===== src/rtl/ext_unit_pipe.sv =====
// ext_unit_pipe: extends an IN_W-bit field to OUT_W bits (zero-extend,
// sign-extend, upper-place or bit-replicate) and holds the computed results
// in a 2-entry FIFO with valid/ready handshakes on both sides.
// Optional build macro: EXT_STATS_EN adds a 16-bit saturating pop counter
// (op_count). Without it the port and the counter logic do not exist.
module ext_unit_pipe #(
    parameter int IN_W  = 16,
    parameter int OUT_W = 32
) (
    input  logic             clk,
    input  logic             rst_n,
    input  logic             in_valid,
    output logic             in_ready,
    input  logic [IN_W-1:0]  in_data,
    input  logic [1:0]       in_mode,
    output logic             out_valid,
    input  logic             out_ready,
    output logic [OUT_W-1:0] out_data
`ifdef EXT_STATS_EN
    ,
    output logic [15:0]      op_count
`endif
);

    localparam int PAD_W = OUT_W - IN_W;

    logic [OUT_W-1:0] ext_data;
    logic [OUT_W-1:0] mem [2];
    logic             wr_ptr;
    logic             rd_ptr;
    logic [1:0]       count;
    logic             push;
    logic             pop;

    // Flags come from the occupancy register only, so out_ready never
    // reaches in_ready combinationally; a full buffer refuses pushes even
    // when a pop happens in the same cycle.
    assign in_ready  = (count < 2'd2);
    assign out_valid = (count != 2'd0);
    assign push      = in_valid && in_ready;
    assign pop       = out_valid && out_ready;
    assign out_data  = mem[rd_ptr];

    // Extension is done before storage so the buffer only holds final results.
    always_comb begin
        ext_data = '0;
        case (in_mode)
            2'b00:   ext_data = {{PAD_W{1'b0}}, in_data};
            2'b01:   ext_data = {{PAD_W{in_data[IN_W-1]}}, in_data};
            2'b10:   ext_data = {in_data, {PAD_W{1'b0}}};
            default: ext_data = {OUT_W{in_data[0]}};
        endcase
    end

    // Storage write; entries are cleared on reset so out_data reads zero.
    always_ff @(posedge clk or negedge rst_n) begin
        if (!rst_n) begin
            for (int i = 0; i < 2; i++) begin
                mem[i] <= '0;
            end
        end else if (push) begin
            mem[wr_ptr] <= ext_data;
        end
    end

    // Circular pointers (1-bit, wrap 1->0 naturally) and occupancy count.
    always_ff @(posedge clk or negedge rst_n) begin
        if (!rst_n) begin
            wr_ptr <= 1'b0;
            rd_ptr <= 1'b0;
            count  <= 2'd0;
        end else begin
            if (push) begin
                wr_ptr <= ~wr_ptr;
            end
            if (pop) begin
                rd_ptr <= ~rd_ptr;
            end
            case ({push, pop})
                2'b10:   count <= count + 2'd1;
                2'b01:   count <= count - 2'd1;
                default: count <= count;
            endcase
        end
    end

`ifdef EXT_STATS_EN
    // Pop counter, saturating at all-ones rather than wrapping.
    always_ff @(posedge clk or negedge rst_n) begin
        if (!rst_n) begin
            op_count <= 16'd0;
        end else if (pop && (op_count != 16'hFFFF)) begin
            op_count <= op_count + 16'd1;
        end
    end
`endif

endmodule


===== config.mk =====
export PLATFORM = sky130hd
export DESIGN_NAME = ext_unit_pipe
export DESIGN_NICKNAME = d
export VERILOG_FILES = /design/src/rtl/ext_unit_pipe.sv
export SDC_FILE = /design/constraint.sdc
export NUM_CORES = 1
export LEC_CHECK = 0
export ABC_AREA = 1
export BUFFER_PORTS_ARGS = -buffer_cell sky130_fd_sc_hd__buf_2
export CAP_MARGIN = 15
export CELL_PAD_IN_SITES_DETAIL_PLACEMENT = 1
export CELL_PAD_IN_SITES_GLOBAL_PLACEMENT = 1
export CORE_MARGIN = 1.5
export CORE_UTILIZATION = 44
export CTS_CLUSTER_DIAMETER = 200
export DETAILED_ROUTE_END_ITERATION = 10
export HOLD_SLACK_MARGIN = 0.03
export PLACE_DENSITY = 0.92
export REMOVE_ABC_BUFFERS = 1
export SLEW_MARGIN = 10
export SYNTH_ARGS = -nofsm -noshare
export SYNTH_HDL_FRONTEND = slang
export SYNTH_SLANG_ARGS = --single-unit

===== constraint.sdc =====
create_clock -name clk -period 3.6 [get_ports clk]
set_clock_uncertainty 0.2 [all_clocks]
set_input_delay 0.72 -clock clk [delete_from_list [all_inputs] [get_ports clk]]
set_output_delay 0.72 -clock clk [all_outputs]
set_load 0.005 [all_outputs]

==> results.py <==
metrics = {
    "run_status": {
        "outcome": "complete, no violations",
    },
    "clocking": {
        "postCtsResizedCells": 0,
        "clockBufferDepth": 2,
        "cts.sinks": 68,
        "worstSkewPairLatency_ns": 0.35,
        "clk_pin_slew_ns": 0.07,
        "clockRootBuffer": "clkbuf_8",
        "holdBufCountCts": 0,
        "numCtsBuffers": 9,
        "post-cts-setup-buffer-count": 0,
        "cts_tree": "yes",
        "htreeDepth": 3,
    },
    "route": {
        "routed_via_density": 5.15,
        "antenna_left": 0,
        "drc": 0,
        "dr.pass1.iters": 4,
        "wl_mm": 9.88,
        "vias": 3098,
        "first_iter_violations": 159,
        "wire_per_inst_um": 16.4,
    },
    "yosys": {
        "synth_seq_cells": 68,
        "synth_compound_area_share_pct": 4.83,
        "synth_top_family_by_area": "simple AND/OR/NAND/NOR gates",
        "synthSimpleGateAreaFrac_pct": 37.0,
        "seq_area_frac_synth_pct": 49.7,
        "synthesis.area_um2": 3420,
        "muxShareOfSynthArea_pct": 0,
        "synthDistinctLibCells": 21,
        "synthAdderAreaFrac_pct": 0.366,
        "yosys_warnings": 0,
        "avgSynthCellArea_um2": 7.52,
        "postSynthCellCount": 455,
        "synth_xor_xnor_area_share_pct": 0.512,
    },
    "flow_run": {
        "drv_cap": 0,
    },
    "sta": {
        "hold_violations": 0,
        "fin_tns_setup_ns": 0,
        "worst_pin_slew_ns": 0.805,
        "worst_slack_ns": 0.406,
        "finalSetupViolCount": 0,
        "max_freq_mhz": 313,
        "min_period_over_period_pct": 88.7,
        "slew_violations": 0,
        "max_slew_margin_pct": 46.2,
        "rsz0062_at_grt": "false",
        "fin_crit_ns": 3.19,
    },
    "global_route": {
        "antenna_found_initial": 0,
        "grt_use_total_pct": 25.6,
        "grt_pass1_vias": 3278,
        "grt_max_degree": 47,
        "overflow": 0,
        "grt_pass1_wl_mm": 16.5,
    },
    "power_and_ir_drop": {
        "vdd_drop_max_mv": 0.470,
        "power_mw": 3.20,
        "power_leakage_nw": 2.27,
        "p_per_area_nw_per_um2": 823,
    },
    "cells_and_area": {
        "syn2layout_area_growth_pct": 13.6,
        "fin_area_um2": 3890,
        "diodes": 0,
        "final_nets": 522,
        "final_cells": 602,
        "layout_common_cells": "264 x nand2_1, 68 x dfrtp_1, 55 x buf_2",
        "final_common_cell": "nand2_1",
        "drive_above_1_share_pct": 18.3,
    },
    "die": {
        "pin_count": 56,
        "fp-row-count": 31,
        "core_area_um2": 7370,
        "die_area_um2": 8310,
        "die_w_um": 91.2,
        "start_util_pct": 46.4,
        "die_h_um": 91.2,
    },
    "worst_setup_path": {
        "startpoint_type": "flop",
        "worst_ep_arrival_time_ns": 2.27,
        "cp.required_ns": 2.68,
        "cp-end-kind": "output pin",
        "cp_max_fo": 18,
        "critPathKind": "flop to output pin",
    },
    "placement": {
        "place_congestion": 0.777,
        "dpl_cell_area_um2": 3680,
        "dp.cells": 587,
        "io_buffers": 55,
        "post-place-ws_ns": 0.834,
        "dp_hpwl_mm": 6.38,
    },
    "min_path": {
        "hold_class": "input pin to asynchronous set/reset pin",
    },
}
cell usage after synthesis:
| cell type | instances | area share (%) |
|---|---|---|
| dfrtp_1 | 68 | 50 |
| xnor2_1 | 1 | 0.26 |
| buf_6 | 6 | 2.0 |
| o21ai_1 | 16 | 2.3 |
| clkinv_1 | 1 | 0.11 |
| nand3_4 | 1 | 0.51 |
| clkbuf_1 | 4 | 0.44 |
| buf_2 | 15 | 2.2 |
| o21ai_0 | 17 | 2.5 |
| nand4_1 | 1 | 0.18 |
| xor2_1 | 1 | 0.26 |
| nand3_1 | 21 | 3.1 |
| inv_4 | 1 | 0.18 |
| nand3_2 | 12 | 3.5 |
| inv_2 | 4 | 0.44 |
| nand3b_4 | 1 | 0.59 |
| nand2_1 | 264 | 29 |
| inv_1 | 18 | 2.0 |
| or2_2 | 1 | 0.18 |
| ha_1 | 1 | 0.37 |
| buf_4 | 1 | 0.22 |
stage by stage:
step	util [%]	hold WS, ns
3_3_place_gp	50.0	0.262
5_1_grt	52.8	0.114
3_5_place_dp	50.0	0.266
6_report	52.8	0.108
2_1_floorplan	-	0.224
4_1_cts	52.8	0.107
flip-flops by register name, indices dropped and copies added, names as in the netlist:
signal	cells
mem	64
count	2
rd_ptr	1
wr_ptr	1
worst max-delay path, stage by stage (launching register included):
cell	delay, ns
dfrtp_1	0.69
clkinv_1	0.71
nand2_1	0.27
nand2_1	0.10
buf_2	0.14
layout make-up:
type | count | area (µm²)
flip-flops and latches | 68 | 1700
well taps | 99 | 124
repair buffers | 59 | 305
fillers | 968 | 3480
inverters | 24 | 92.6
multi-input cells | 337 | 1460
clock buffers | 14 | 173
clock inverters | 1 | 30.0
per-layer routing:
metal	share of wire (%)	track usage, %	vias to the layer above	routed length [µm]
met4	1.3	8.20	0	130
met5	0	0	-	0
met1	43	32.7	1522	4250
met2	50	43.5	79	4980
met3	5.3	5.03	11	519
li1	-	-	1486	-
where the power goes:
group / internal, mW / switching [mW] / total (mW)
Combinational: 0.465 / 0.779 / 1.24
Sequential: 1.09 / 0.206 / 1.30
Clock: 0.374 / 0.283 / 0.657
Total: 1.93 / 1.27 / 3.20
final timing paths:
check / startpoint / endpoint / slack [ns] / cells past startpoint
min: rst_n / mem[2]$_DFFE_PN0P_ / 0.11 / 1
min in group clk: mem[10]$_DFFE_PN0P_ / mem[10]$_DFFE_PN0P_ / 0.28 / 2
max reg2reg: rd_ptr$_DFFE_PN0P_ / rd_ptr$_DFFE_PN0P_ / 1.49 / 2
max: rd_ptr$_DFFE_PN0P_ / out_data[27] / 0.41 / 4
min reg2reg: mem[10]$_DFFE_PN0P_ / mem[10]$_DFFE_PN0P_ / 0.28 / 2
max in group asynchronous: rst_n / mem[21]$_DFFE_PN0P_ / 2.33 / 2
cells by family after synthesis:
group / after synthesis
simple gates: 301
compound gates: 33
buf+inv: 50
fa+ha+maj: 1
flops: 68
xor+xnor: 2
Note: power is estimated with default switching activity, not from simulation.
